`config.mk`:
```
export PLATFORM = sky130hd
export DESIGN_NAME = load_store_unit
export DESIGN_NICKNAME = d
export VERILOG_FILES = /design/src/rtl/load_store_unit_pkg.sv /design/src/rtl/load_store_unit_align.sv /design/src/rtl/load_store_unit.sv
export SDC_FILE = /design/constraint.sdc
export NUM_CORES = 1
export LEC_CHECK = 0
export ABC_AREA = 1
export ABC_CLOCK_PERIOD_IN_PS = 3540
export BUFFER_PORTS_ARGS = -buffer_cell sky130_fd_sc_hd__buf_2
export CAP_MARGIN = 0
export CORE_ASPECT_RATIO = 2
export CORE_MARGIN = 2
export CORE_UTILIZATION = 45
export CTS_CLUSTER_DIAMETER = 30
export DETAILED_ROUTE_END_ITERATION = 8
export GPL_ROUTABILITY_DRIVEN = 0
export PLACE_DENSITY_LB_ADDON = 0.3
export SYNTH_ARGS = -nofsm -noshare
export SYNTH_HDL_FRONTEND = slang
export SYNTH_SLANG_ARGS = --single-unit
```
`constraint.sdc`:
```
create_clock -name clk_i -period 3.54 [get_ports clk_i]
set_input_delay 1.062 -clock clk_i [delete_from_list [all_inputs] [get_ports clk_i]]
set_output_delay 1.062 -clock clk_i [all_outputs]
set_load 0.05 [all_outputs]
```
`src/rtl/load_store_unit_pkg.sv`:
```
// Shared definitions for the load/store unit: RV32I funct3 encodings, FSM states
// and small request-classification helpers.
package load_store_unit_pkg;

    localparam int XLEN = 32;

    localparam logic [2:0] F3_LB  = 3'b000;
    localparam logic [2:0] F3_LH  = 3'b001;
    localparam logic [2:0] F3_LW  = 3'b010;
    localparam logic [2:0] F3_LBU = 3'b100;
    localparam logic [2:0] F3_LHU = 3'b101;
    localparam logic [2:0] F3_SB  = 3'b000;
    localparam logic [2:0] F3_SH  = 3'b001;
    localparam logic [2:0] F3_SW  = 3'b010;

    typedef enum logic [2:0] {
        ST_IDLE  = 3'd0,
        ST_RD    = 3'd1,
        ST_LATCH = 3'd2,
        ST_WR    = 3'd3,
        ST_RESP  = 3'd4
    } lsu_state_e;

    function automatic logic f3Legal(input logic store, input logic [2:0] funct3);
        if (store) begin
            return (funct3 == F3_SB) || (funct3 == F3_SH) || (funct3 == F3_SW);
        end
        return (funct3 == F3_LB) || (funct3 == F3_LH) || (funct3 == F3_LW) ||
               (funct3 == F3_LBU) || (funct3 == F3_LHU);
    endfunction

    // Halfword accesses drop ADDR[0], word accesses drop ADDR[1:0].
    function automatic logic [1:0] alignOffset(input logic [2:0] funct3, input logic [1:0] offset);
        case (funct3[1:0])
            2'b01:   return {offset[1], 1'b0};
            2'b10:   return 2'b00;
            default: return offset;
        endcase
    endfunction

    function automatic logic isMisaligned(input logic [2:0] funct3, input logic [1:0] offset);
        return alignOffset(funct3, offset) != offset;
    endfunction

endpackage

```
`src/rtl/load_store_unit_align.sv`:
```
// Combinational lane logic: extracts and extends load data from a RAM word and
// merges sub-word store data into a RAM word.
module load_store_unit_align
    import load_store_unit_pkg::*;
(
    input  logic [XLEN-1:0] word_i,
    input  logic [XLEN-1:0] wdata_i,
    input  logic [1:0]      offset_i,
    input  logic [2:0]      funct3_i,
    output logic [XLEN-1:0] loadData_o,
    output logic [XLEN-1:0] storeWord_o
);

    logic [7:0]      byteLane;
    logic [15:0]     halfLane;
    logic [XLEN-1:0] laneMask;
    logic [XLEN-1:0] laneData;

    always_comb begin
        byteLane = 8'(word_i >> {offset_i, 3'b000});
        halfLane = 16'(word_i >> {offset_i[1], 4'b0000});
        case (funct3_i)
            F3_LB:   loadData_o = {{24{byteLane[7]}}, byteLane};
            F3_LH:   loadData_o = {{16{halfLane[15]}}, halfLane};
            F3_LBU:  loadData_o = {24'h0, byteLane};
            F3_LHU:  loadData_o = {16'h0, halfLane};
            default: loadData_o = word_i;
        endcase
    end

    // The store data is replicated across all lanes so only the mask needs shifting.
    always_comb begin
        case (funct3_i[1:0])
            2'b00: begin
                laneMask = 32'h0000_00FF << {offset_i, 3'b000};
                laneData = {4{wdata_i[7:0]}};
            end
            2'b01: begin
                laneMask = 32'h0000_FFFF << {offset_i[1], 4'b0000};
                laneData = {2{wdata_i[15:0]}};
            end
            default: begin
                laneMask = 32'hFFFF_FFFF;
                laneData = wdata_i;
            end
        endcase
        storeWord_o = (word_i & ~laneMask) | (laneData & laneMask);
    end

endmodule

```
`src/rtl/load_store_unit.sv`:
```
// RV32I data-memory front end: FSM, request latch and registered RAM/response outputs.
// Define LSU_MISALIGN_TRAP_EN to report misaligned H/HU/SH/W accesses as errors.
module load_store_unit
    import load_store_unit_pkg::*;
#(
    parameter int ADDR_W = 10
) (
    input  logic              clk_i,
    input  logic              reset_i,
    input  logic              req_valid_i,
    output logic              req_ready_o,
    input  logic              req_store_i,
    input  logic [2:0]        req_funct3_i,
    input  logic [31:0]       req_addr_i,
    input  logic [31:0]       req_wdata_i,
    output logic              resp_valid_o,
    output logic [31:0]       resp_rdata_o,
    output logic              resp_err_o,
    output logic [ADDR_W-1:0] ram_address_o,
    output logic [31:0]       ram_data_in_o,
    output logic              ram_write_enable_o,
    input  logic [31:0]       ram_data_out_i
);

    lsu_state_e        state_q, state_d;
    logic              reqStore_q, reqStore_d;
    logic [2:0]        reqFunct3_q, reqFunct3_d;
    logic [1:0]        reqOffset_q, reqOffset_d;
    logic [31:0]       reqWdata_q, reqWdata_d;
    logic              ready_q, ready_d;
    logic              respValid_q, respValid_d;
    logic [31:0]       respRdata_q, respRdata_d;
    logic              respErr_q, respErr_d;
    logic [ADDR_W-1:0] ramAddr_q, ramAddr_d;
    logic [31:0]       ramDin_q, ramDin_d;
    logic              ramWe_q, ramWe_d;

    logic              alignTrap;
    logic [31:0]       loadData;
    logic [31:0]       storeWord;
    logic              unusedAddrHi;

    assign unusedAddrHi = ^req_addr_i[31:ADDR_W+2];

`ifdef LSU_MISALIGN_TRAP_EN
    assign alignTrap = isMisaligned(req_funct3_i, req_addr_i[1:0]);
`else
    assign alignTrap = 1'b0;
`endif

    load_store_unit_align u_align (
        .word_i      (ram_data_out_i),
        .wdata_i     (reqWdata_q),
        .offset_i    (reqOffset_q),
        .funct3_i    (reqFunct3_q),
        .loadData_o  (loadData),
        .storeWord_o (storeWord)
    );

    always_ff @(posedge clk_i) begin
        if (reset_i) begin
            state_q     <= ST_IDLE;
            reqStore_q  <= 1'b0;
            reqFunct3_q <= 3'b000;
            reqOffset_q <= 2'b00;
            reqWdata_q  <= 32'h0;
            ready_q     <= 1'b1;
            respValid_q <= 1'b0;
            respRdata_q <= 32'h0;
            respErr_q   <= 1'b0;
            ramAddr_q   <= '0;
            ramDin_q    <= 32'h0;
            ramWe_q     <= 1'b0;
        end else begin
            state_q     <= state_d;
            reqStore_q  <= reqStore_d;
            reqFunct3_q <= reqFunct3_d;
            reqOffset_q <= reqOffset_d;
            reqWdata_q  <= reqWdata_d;
            ready_q     <= ready_d;
            respValid_q <= respValid_d;
            respRdata_q <= respRdata_d;
            respErr_q   <= respErr_d;
            ramAddr_q   <= ramAddr_d;
            ramDin_q    <= ramDin_d;
            ramWe_q     <= ramWe_d;
        end
    end

    // Outputs are registered, so each output's value for the next state is decided here.
    always_comb begin
        state_d     = state_q;
        reqStore_d  = reqStore_q;
        reqFunct3_d = reqFunct3_q;
        reqOffset_d = reqOffset_q;
        reqWdata_d  = reqWdata_q;
        respValid_d = 1'b0;
        respRdata_d = respRdata_q;
        respErr_d   = respErr_q;
        ramAddr_d   = ramAddr_q;
        ramDin_d    = ramDin_q;
        ramWe_d     = 1'b0;

        unique case (state_q)
            ST_IDLE: begin
                if (req_valid_i) begin
                    reqStore_d  = req_store_i;
                    reqFunct3_d = req_funct3_i;
                    reqOffset_d = alignOffset(req_funct3_i, req_addr_i[1:0]);
                    reqWdata_d  = req_wdata_i;
                    respRdata_d = 32'h0;
                    respErr_d   = 1'b0;
                    if (!f3Legal(req_store_i, req_funct3_i) || alignTrap) begin
                        state_d     = ST_RESP;
                        respValid_d = 1'b1;
                        respErr_d   = 1'b1;
                    end else if (req_store_i && (req_funct3_i == F3_SW)) begin
                        state_d   = ST_WR;
                        ramAddr_d = req_addr_i[ADDR_W+1:2];
                        ramDin_d  = req_wdata_i;
                        ramWe_d   = 1'b1;
                    end else begin
                        state_d   = ST_RD;
                        ramAddr_d = req_addr_i[ADDR_W+1:2];
                    end
                end
            end
            ST_RD: begin
                state_d = ST_LATCH;
            end
            ST_LATCH: begin
                if (reqStore_q) begin
                    state_d  = ST_WR;
                    ramDin_d = storeWord;
                    ramWe_d  = 1'b1;
                end else begin
                    state_d     = ST_RESP;
                    respValid_d = 1'b1;
                    respRdata_d = loadData;
                end
            end
            ST_WR: begin
                state_d     = ST_RESP;
                respValid_d = 1'b1;
            end
            ST_RESP: begin
                state_d     = ST_IDLE;
                respRdata_d = 32'h0;
                respErr_d   = 1'b0;
            end
            default: begin
                state_d = ST_IDLE;
            end
        endcase

        ready_d = (state_d == ST_IDLE);
    end

    assign req_ready_o        = ready_q;
    assign resp_valid_o       = respValid_q;
    assign resp_rdata_o       = respRdata_q;
    assign resp_err_o         = respErr_q;
    assign ram_address_o      = ramAddr_q;
    assign ram_data_in_o      = ramDin_q;
    assign ram_write_enable_o = ramWe_q;

endmodule

```
==> qor.txt, run 1 <==
Chip Height: 163 µm
Comb pwr share: 0.190
worst reg2reg endpoint: resp_rdata_o[2]
CP Launch Type: flop
Critical Path Sink Type: flop
Synth warnings: 0
Non-Filler Instances: 1125
worst skew pair latency: 0.42 ns
top fanout value on the critical path: 41
share of total power in the clock network: 0.441
first-pass GRT wire length: 28800 µm
Post-DP HPWL: 13000 µm
R2R Setup Slk: 1.21 ns
Setup crit end: resp_rdata_o[2]
vias in the first global route: 5733
RSZ-0062 raised after global routing: no
Placed Area: 6480 µm²
Leak: 3.25 nW
Rows: 58
final setup TNS: 0 ns
final wirelength: 18400 µm
final instance area: 7080 µm²
syn_nets: 933
Post-CTS Setup Repair Bufs: 0
CP Class: flop to flop
R2R cell count: 9
post-synthesis sequential area ratio: 0.419
Hold Path Class: flop to flop
reg2reg start: state_q[2]
post-DR wirelength/cell: 16.4 µm
worst rel slew slack: 0.359
FILL cells: 1243
Post-Route Skew: 0.00615 ns
most frequent cells in the layout: nand2_1 (184), a21oi_1 (170), buf_2 (160)
final setup fails: 0
Clock Tree Buf Depth: 2
sw power: 1.22 mW
Clock transition at path regs: 0.05 ns
Pre-Repair DR Iteration Count: 6
Gate Count Post-Synth: 827
synthesized cell area: 5680 µm²
DRC Markers: 0
fin nets: 1068
initial antenna violation count: 0
Design Power: 4.00 mW
die area: 13600 µm²
Fmax: 429 MHz
Worst VDD drop: 0.431 mV
CTS Buf Count: 17
status: completed
Boundary Pins: 181
grt ovf: 0
post-route clock period utilization: 0.659
PwrDens: 565 nW/µm²
Layout Area Growth over Synthesis: 24.6%
synthesis-stage register bit count: 119
CTS root buf: clkbuf_16
number of diodes: 0
Max-cap violations: 0
commonest non-fill, non-tap cell in the layout: nand2_1
layout cells sized above 1: 0.238
post-route minimum period: 2.33 ns
# H-tree levels: 4
Core ar.: 12500 µm²
placed cells: 1093
TritonCTS clock tree: done
die span in x: 83.4 µm
Mean Syn Cell Area: 6.87 µm²
Vias per Instance: 5.31
Initial DRC Count: 500
CP arrival: 2.60 ns
switching fraction of total power: 0.305
IO buf count: 160
CTS Hold Bufs: 0
clk sinks: 119
Total GRT Usage: 0.269
internal power: 2.78 mW
Initial Util: 0.455
Final Hold Viols: 0
WP data required: 3.81 ns
largest net degree at the start of global routing: 56
Via Count: 5978
post-CTS sizing: 0
sequential power share: 0.368
final core occ: 0.567
CP startpoint: state_q[2]
Max Slew Vio Count: 0
number of nets with antenna violations after routing: 0
synth unique cells: 33
Worst-Margin Slew: 0.962 ns
## power by group through the flow
stage / Sequential (mW) / Clock [mW] / Combinational [mW]
floorplan: 1.62 / 0 / 0.420
global placement: 1.50 / 0 / 0.744
detailed placement: 1.50 / 0 / 0.751
CTS: 1.47 / 1.78 / 0.756
global route: 1.48 / 1.84 / 0.835
finish: 1.47 / 1.77 / 0.762
## through the flow
step | hold slack [ns] | worst slack (ns)
global placement | 0.451 | 0.965
CTS | 0.461 | 1.21
global route | 0.479 | 1.02
finish | 0.459 | 1.21
detailed placement | 0.453 | 0.957
floorplan | 0.440 | 1.40
## routing by layer
layer,track usage,vias to the layer above,part of all wire
met3,0.0674,45,0.058
met1,0.295,2701,0.39
met2,0.478,226,0.51
met5,0,-,0
met4,0.136,0,0.046
li1,-,3006,-
## synth_stat cells (all sizes together)
| library cell | n | area [µm²] |
|---|---|---|
| a211oi | 1 | 7.51 |
| a21oi | 172 | 876 |
| and2 | 1 | 6.26 |
| buf | 30 | 174 |
| clkbuf | 24 | 90.1 |
| clkinv | 1 | 3.75 |
| dfxtp | 119 | 2380 |
| ha | 3 | 37.5 |
| inv | 53 | 201 |
| nand2 | 190 | 738 |
| nand3 | 17 | 103 |
| nor2 | 73 | 299 |
| o211ai | 4 | 43.8 |
| o21a | 1 | 7.51 |
| o21ai | 129 | 646 |
| o22ai | 1 | 12.5 |
| o311ai | 1 | 8.76 |
| or2 | 7 | 43.8 |
## state kept, by name, indices dropped and copies added, names as in the netlist
signal	count
ram_write_enable_o	1
resp_rdata_o	32
reqStore_q	1
resp_err_o	1
state_q	3
resp_valid_o	1
reqFunct3_q	3
ram_data_in_o	32
req_ready_o	1
reqOffset_q	2
reqWdata_q	32
ram_address_o	10
## final cells by class
cell class	instances	area, µm²	area share
clock buffers	23	478	0.0675
multi-input cells	600	2830	0.400
well taps	150	188	0.0265
clock inverters	9	123	0.0173
inverters	54	205	0.0290
flip-flops and latches	119	2380	0.336
repair buffers	170	876	0.124
## critical path, cell delays in order (launching register included)
cell     delay, ns
dfxtp_1       0.35
inv_2         0.07
nand2_2       0.08
nor2_4        0.53
inv_2         0.49
nand2_1       0.17
nand2_1       0.07
buf_4         0.24
nand2_1       0.10
a21oi_1       0.06
## kinds of logic after synthesis
kind of cell,synth area share
AOI/OAI and AO/OA,0.282
and+or+nand+nor,0.209
DFF,0.419
buffers and inverters,0.0826
adders and majority gates,0.00661
## worst min path at each step
stage	slack, ns	startpoint	to	depth (start not counted)
after CTS	0.46	resp_rdata_o[8]	resp_rdata_o[8]	2
after detailed placement	0.45	resp_rdata_o[8]	resp_rdata_o[8]	2
after global placement	0.45	resp_rdata_o[15]	resp_rdata_o[15]	2
after floorplan	0.44	reqWdata_q[10]	reqWdata_q[10]	2
after global routing	0.48	resp_rdata_o[1]	resp_rdata_o[1]	2
final	0.46	resp_rdata_o[30]	resp_rdata_o[30]	2
No activity file was read; power rests on OpenSTA's default activity.
==> run 2, diff against run 1 <==
--- a/config.mk
+++ b/config.mk
@@ -6,7 +6,7 @@
 export NUM_CORES = 1
 export LEC_CHECK = 0
 export ABC_AREA = 1
-export ABC_CLOCK_PERIOD_IN_PS = 3540
+export ABC_CLOCK_PERIOD_IN_PS = 2400
 export BUFFER_PORTS_ARGS = -buffer_cell sky130_fd_sc_hd__buf_2
 export CAP_MARGIN = 0
 export CORE_ASPECT_RATIO = 2
==> constraint.sdc (replaced) <==
create_clock -name clk_i -period 2.4 [get_ports clk_i]
set_input_delay 0.72 -clock clk_i [delete_from_list [all_inputs] [get_ports clk_i]]
set_output_delay 0.72 -clock clk_i [all_outputs]
set_load 0.05 [all_outputs]
==> run 2 against run 1 <==
Routed wire length decreased by 1.6%. Clock power increased by 44%. Sequential cell count unchanged. Highest routed layer unchanged. Setup slack got worse by 0.90 ns.
==> qor.txt, run 2 (synthesis results as in run 1) <==
clk sinks: 119 (unchanged)
CTS root buf: clkbuf_16
Chip Height: 163 µm (unchanged)
final setup fails: 0 (unchanged)
commonest non-fill, non-tap cell in the layout: nand2_1
CP arrival: 2.39 ns (-0.21 ns)
Post-DP HPWL: 13400 µm (+2.7%)
number of nets with antenna violations after routing: 0 (unchanged)
cell mode on critical path: nand2_1
die area: 13600 µm² (unchanged)
CP Class: input port to flop
status: completed
Critical Path Sink Type: flop
final core occ: 0.572 (+0.00491)
top sig layer: met4
Hold Path Class: flop to flop
Fmax: 477 MHz
post-DR wirelength/cell: 16.0 µm (-2.1%)
FILL cells: 1260 (+1.4%)
# H-tree levels: 4 (unchanged)
CTS Buf Count: 17 (unchanged)
Pre-Repair DR Iteration Count: 5 (-1)
largest net degree at the start of global routing: 65 (+16%)
worst skew pair latency: 0.41 ns (about the same)
Leak: 3.28 nW (+0.82%)
Post-CTS Setup Repair Bufs: 0 (unchanged)
IO buf count: 160 (unchanged)
Boundary Pins: 181 (unchanged)
met1 wire length: 6750 µm (-5.5%)
Worst-Margin Slew: 0.667 ns (-0.295 ns)
vias in the first global route: 5774 (+0.72%)
Initial DRC Count: 357 (-29%)
Design Power: 5.86 mW (+46%)
first-pass GRT wire length: 28600 µm (-0.74%)
layout cells sized above 1: 0.242 (+0.00389)
CP peak stage delay: 0.50 ns (-0.03 ns)
grt ovf: 0 (unchanged)
worst rel slew slack: 0.555 (+0.196)
die span in x: 83.4 µm (unchanged)
top fanout value on the critical path: 12 (-71%)
RSZ-0062 raised after global routing: no
fin nets: 1074 (+0.56%)
Routed met2 length: 9390 µm (+0.32%)
post-route minimum period: 2.10 ns
TritonCTS clock tree: done
Clock Tree Buf Depth: 2 (unchanged)
Rows: 58 (unchanged)
Max Slew Vio Count: 0 (unchanged)
Final Hold Viols: 0 (unchanged)
Post-Route Skew: 0.0113 ns (+0.00517 ns)
Initial Util: 0.455 (unchanged)
final wirelength: 18100 µm (-1.6%)
WP data required: 2.69 ns (-1.12 ns)
CTS Hold Bufs: 0 (unchanged)
Critical Path, Cell by Cell: buf_2 -> inv_1 -> ha_1 -> nand2_1 -> nand2_1 -> nand2_1 -> nor2_1 -> inv_1 -> nand2_1 -> nor2_1 -> nand2_1 -> nand2_1
PwrDens: 821 nW/µm² (+45%)
most frequent cells in the layout: nand2_1 (184), a21oi_1 (170), buf_2 (160)
Via Count: 6022 (+0.74%)
Vias per Instance: 5.32 (+0.20%)
CP max-delay cell: nor2_1
post-route clock period utilization: 0.874
Layout Area Growth over Synthesis: 25.7%
Met3 Routed Length: 1120 µm (+5.4%)
Core ar.: 12500 µm² (unchanged)
WHS: 0.458 ns (-0.00130 ns)
post-CTS sizing: 0 (unchanged)
Worst VDD drop: 0.646 mV (+50%)
DRC Markers: 0 (unchanged)
Total GRT Usage: 0.266 (-0.00337)
Max-cap violations: 0 (unchanged)
CP Launch Type: input port
initial antenna violation count: 0 (unchanged)
Clock transition at path regs: 0.05 ns (about the same)
-- run 2: cell count changes in the layout (fill, tap and decap cells not counted), sizes merged --
cell      previous run  this run
buf                170       176
clkbuf              23        22
clkinv               6         5
clkinvlp             1         2
diode                0         1
-- run 2: stage by stage --
stage	cells	setup TNS, ns	cell area, µm²	setup slack [ns]
after global placement	1099	-0.385	6550	-0.0930
after floorplan	827	0	5680	0.600
after detailed placement	1099	-1.07	6550	-0.149
final	1131	0	7140	0.302
after global routing	1130	0	7140	0.0111
after CTS	1130	0	7140	0.284
-- run 2: final timing paths --
path	startpoint	endpoint	slack, ns	cells after the start
max	req_funct3_i[0]	req_ready_o	0.30	12
min	resp_rdata_o[24]	resp_rdata_o[24]	0.46	2
max reg2reg	state_q[2]	req_ready_o	0.47	10
min reg2reg	resp_rdata_o[24]	resp_rdata_o[24]	0.46	2
-- run 2: layout make-up --
class | count | area (µm²) | area share
Timing Repair Buffer | 176 | 946 | 0.132
Antenna cell | 1 | 2.50 | 0.000350
Clock inverter | 9 | 125 | 0.0175
Tap cell | 150 | 188 | 0.0263
Sequential cell | 119 | 2380 | 0.334
Multi-Input combinational cell | 600 | 2830 | 0.396
Inverter | 54 | 205 | 0.0287
Clock buffer | 22 | 464 | 0.0650
-- run 2: metal layers --
metal / track usage / up-vias
li1: - / 3018
met1: 0.279 / 2720
met2: 0.476 / 241
met3: 0.0644 / 43
met4: 0.158 / 0
met5: 0 / -
-- run 2: where the power goes --
group          total (mW)  switching, mW  internal (mW)  leakage (nW)
Sequential           2.16         0.0656           2.10         0.971
Combinational        1.14          0.831          0.311          2.02
Clock                2.55          0.880           1.67         0.286
Total                5.86           1.78           4.08          3.28
-- run 2: worst max-delay path: cells and delay by family --
| kind | cells | cell delay, ns |
|---|---|---|
| adders and majority gates | 1 | 0.17 |
| buffers and inverters | 3 | 0.55 |
| and+or+nand+nor | 8 | 0.94 |
==> run 3, diff against run 2 <==
--- a/config.mk
+++ b/config.mk
@@ -8,8 +8,7 @@
 export ABC_AREA = 1
 export ABC_CLOCK_PERIOD_IN_PS = 2400
 export BUFFER_PORTS_ARGS = -buffer_cell sky130_fd_sc_hd__buf_2
-export CAP_MARGIN = 0
-export CORE_ASPECT_RATIO = 2
+export CAP_MARGIN = 25
 export CORE_MARGIN = 2
 export CORE_UTILIZATION = 45
 export CTS_CLUSTER_DIAMETER = 30
==> run 3 against run 2 <==
Routed wire length is 2.1% lower. Via count about the same. Worst hold slack better by 0.00054 ns. Sequential power is essentially flat. Non-clock buffer count fell by 3. Largest power group unchanged.
==> qor.txt, run 3 (synthesis results as in run 1) <==
post-DR wirelength/cell: 15.4 µm (-3.7%)
RSZ-0062 raised after global routing: no
layout cells sized above 1: 0.239 (-0.00257)
CTS Buf Count: 17 (unchanged)
first-pass GRT wire length: 27100 µm (-5.3%)
Post-Route Skew: 0.0112 ns (-0.000148 ns)
Design Power: 5.75 mW (-1.9%)
Hold Path Class: flop to flop
worst skew pair latency: 0.42 ns (about the same)
CP peak stage delay: 0.46 ns (-0.04 ns)
largest net degree at the start of global routing: 61 (-6.2%)
CTS Hold Bufs: 0 (unchanged)
Via Count: 6025 (+0.050%)
post-route minimum period: 2.01 ns (-0.0859 ns)
fin nets: 1071 (-0.28%)
Fmax: 497 MHz (+4.3%)
Rows: 41 (-29%)
sequential power share: 0.376 (+0.007)
Clock transition at path regs: 0.05 ns (about the same)
switching fraction of total power: 0.309 (+0.00535)
Max Slew Vio Count: 0 (unchanged)
worst min-delay path startpoint: resp_rdata_o[7]
number of nets with antenna violations after routing: 0 (unchanged)
Chip Height: 116 µm (-29%)
Layout Area Growth over Synthesis: 25.4%
Worst VDD drop: 0.440 mV (-32%)
final setup TNS: 0 ns (unchanged)
die span in x: 116 µm (+39%)
Initial DRC Count: 435 (+22%)
Final Hold Viols: 0 (unchanged)
clk sinks: 119 (unchanged)
Critical Path, Cell by Cell: buf_2 -> inv_1 -> ha_1 -> nand2_1 -> nand2_1 -> nand2_1 -> nor2_1 -> inv_1 -> nand2_1 -> nor2_1 -> nand2_1 -> nand2_1
Placed Area: 6560 µm² (about the same)
Boundary Pins: 181 (unchanged)
Vias per Instance: 5.24 (-1.6%)
DRC Markers: 0 (unchanged)
number of diodes: 0 (-1)
sw power: 1.77 mW (-0.12%)
hold path endpoint: resp_rdata_o[7]
commonest non-fill, non-tap cell in the layout: nand2_1
CP arrival: 2.32 ns (-0.07 ns)
Worst-Margin Slew: 0.681 ns (+0.0131 ns)
WHS: 0.458 ns (+0.000543 ns)
post-route clock period utilization: 0.838 (-0.0358)
Post-CTS Setup Repair Bufs: 0 (unchanged)
Max-cap violations: 0 (unchanged)
worst reg2reg endpoint: resp_rdata_o[16]
Pre-Repair DR Iteration Count: 5 (unchanged)
TritonCTS clock tree: done
Total GRT Usage: 0.263 (-0.00298)
Comb pwr share: 0.199 (+0.004)
Initial Util: 0.456 (+0.000594)
CP Class: input port to flop
die area: 13500 µm² (-0.40%)
Critical Path Sink Type: flop
top fanout value on the critical path: 12 (unchanged)
final core occ: 0.571 (-0.000759)
Leak: 3.25 nW (-0.70%)
IO buf count: 160 (unchanged)
final instance area: 7120 µm² (-0.26%)
CP bufs+invs: 3 (unchanged)
CTS root buf: clkbuf_16
CP max-delay cell: nor2_1
WP data required: 2.71 ns (+0.02 ns)
CP Launch Type: input port
Core ar.: 12500 µm² (-0.13%)
grt ovf: 0 (unchanged)
initial antenna violation count: 0 (unchanged)
worst rel slew slack: 0.546 (-0.00894)
# H-tree levels: 4 (unchanged)
Post-DP HPWL: 12700 µm (-4.7%)
internal power: 3.98 mW (-2.6%)
post-CTS sizing: 0 (unchanged)
R2R cell count: 9 (-1)
most frequent cells in the layout: nand2_1 (184), a21oi_1 (170), buf_2 (160)
status: completed
final setup fails: 0 (unchanged)
vias in the first global route: 5272 (-8.7%)
R2R Setup Slk: 0.39 ns (-0.08 ns)
Hold Crit Depth: 2 (unchanged)
cell mode on critical path: nand2_1
PwrDens: 807 nW/µm² (-1.6%)
largest delay contributor family on the critical path: simple AND/OR/NAND/NOR gates
final wirelength: 17800 µm (-2.1%)
share of total power in the clock network: 0.426 (-0.010)
Clock Tree Buf Depth: 2 (unchanged)
reg2reg start: state_q[2]
-- run 3: changes by cell type in the layout (fill, tap and decap cells not counted), sizes merged --
cell    change
diode       -1
clkinv      +1
buf         -3
clkbuf      +1
bufinv      -1
-- run 3: per-layer routing --
metal	global-route usage	share of wire	up-vias
met2	0.404	0.44	265
met5	0	0	-
met3	0.0638	0.076	40
li1	-	-	3029
met1	0.356	0.45	2691
met4	0.106	0.028	0
-- run 3: tightest hold or removal path: cells and delay by family, from the launching register on --
kind	cells	cell delay (ns)
simple gates	1	0.06
flops	1	0.30
compound gates	1	0.05
-- run 3: layout make-up --
type                    count  area (µm²)
repair buffers            173         923
clock buffers              23         468
multi-input cells         600        2830
flip-flops and latches    119        2380
well taps                 172         215
clock inverters             9         100
inverters                  54         205
fillers                  1225        5340
-- run 3: worst max path at each step --
| stage | startpoint | slack, ns | cells after the start | endpoint |
|---|---|---|---|---|
| finish | req_funct3_i[0] | 0.39 | 12 | req_ready_o |
| global route | req_funct3_i[1] | 0.14 | 12 | req_ready_o |
| CTS | state_q[2] | 0.37 | 9 | resp_rdata_o[14] |
| detailed placement | req_funct3_i[0] | -0.06 | 12 | req_ready_o |
| global placement | req_funct3_i[0] | -0.07 | 12 | req_ready_o |
| floorplan | req_funct3_i[0] | 0.60 | 10 | ram_data_in_o[28] |
-- run 3: per-stage QoR --
step / worst slack, ns / std cells
after floorplan: 0.600 / 827
after global placement: -0.0729 / 1118
after detailed placement: -0.0582 / 1118
after CTS: 0.372 / 1150
after global routing: 0.144 / 1150
final: 0.388 / 1150
-- run 3: power groups by stage --
stage / Clock [mW] / Combinational [mW] / Sequential (mW)
2_1_floorplan: 0 / 0.620 / 2.39
3_3_place_gp: 0 / 1.12 / 2.20
3_5_place_dp: 0 / 1.13 / 2.20
4_1_cts: 2.47 / 1.13 / 2.16
5_1_grt: 2.55 / 1.25 / 2.17
6_report: 2.45 / 1.14 / 2.16
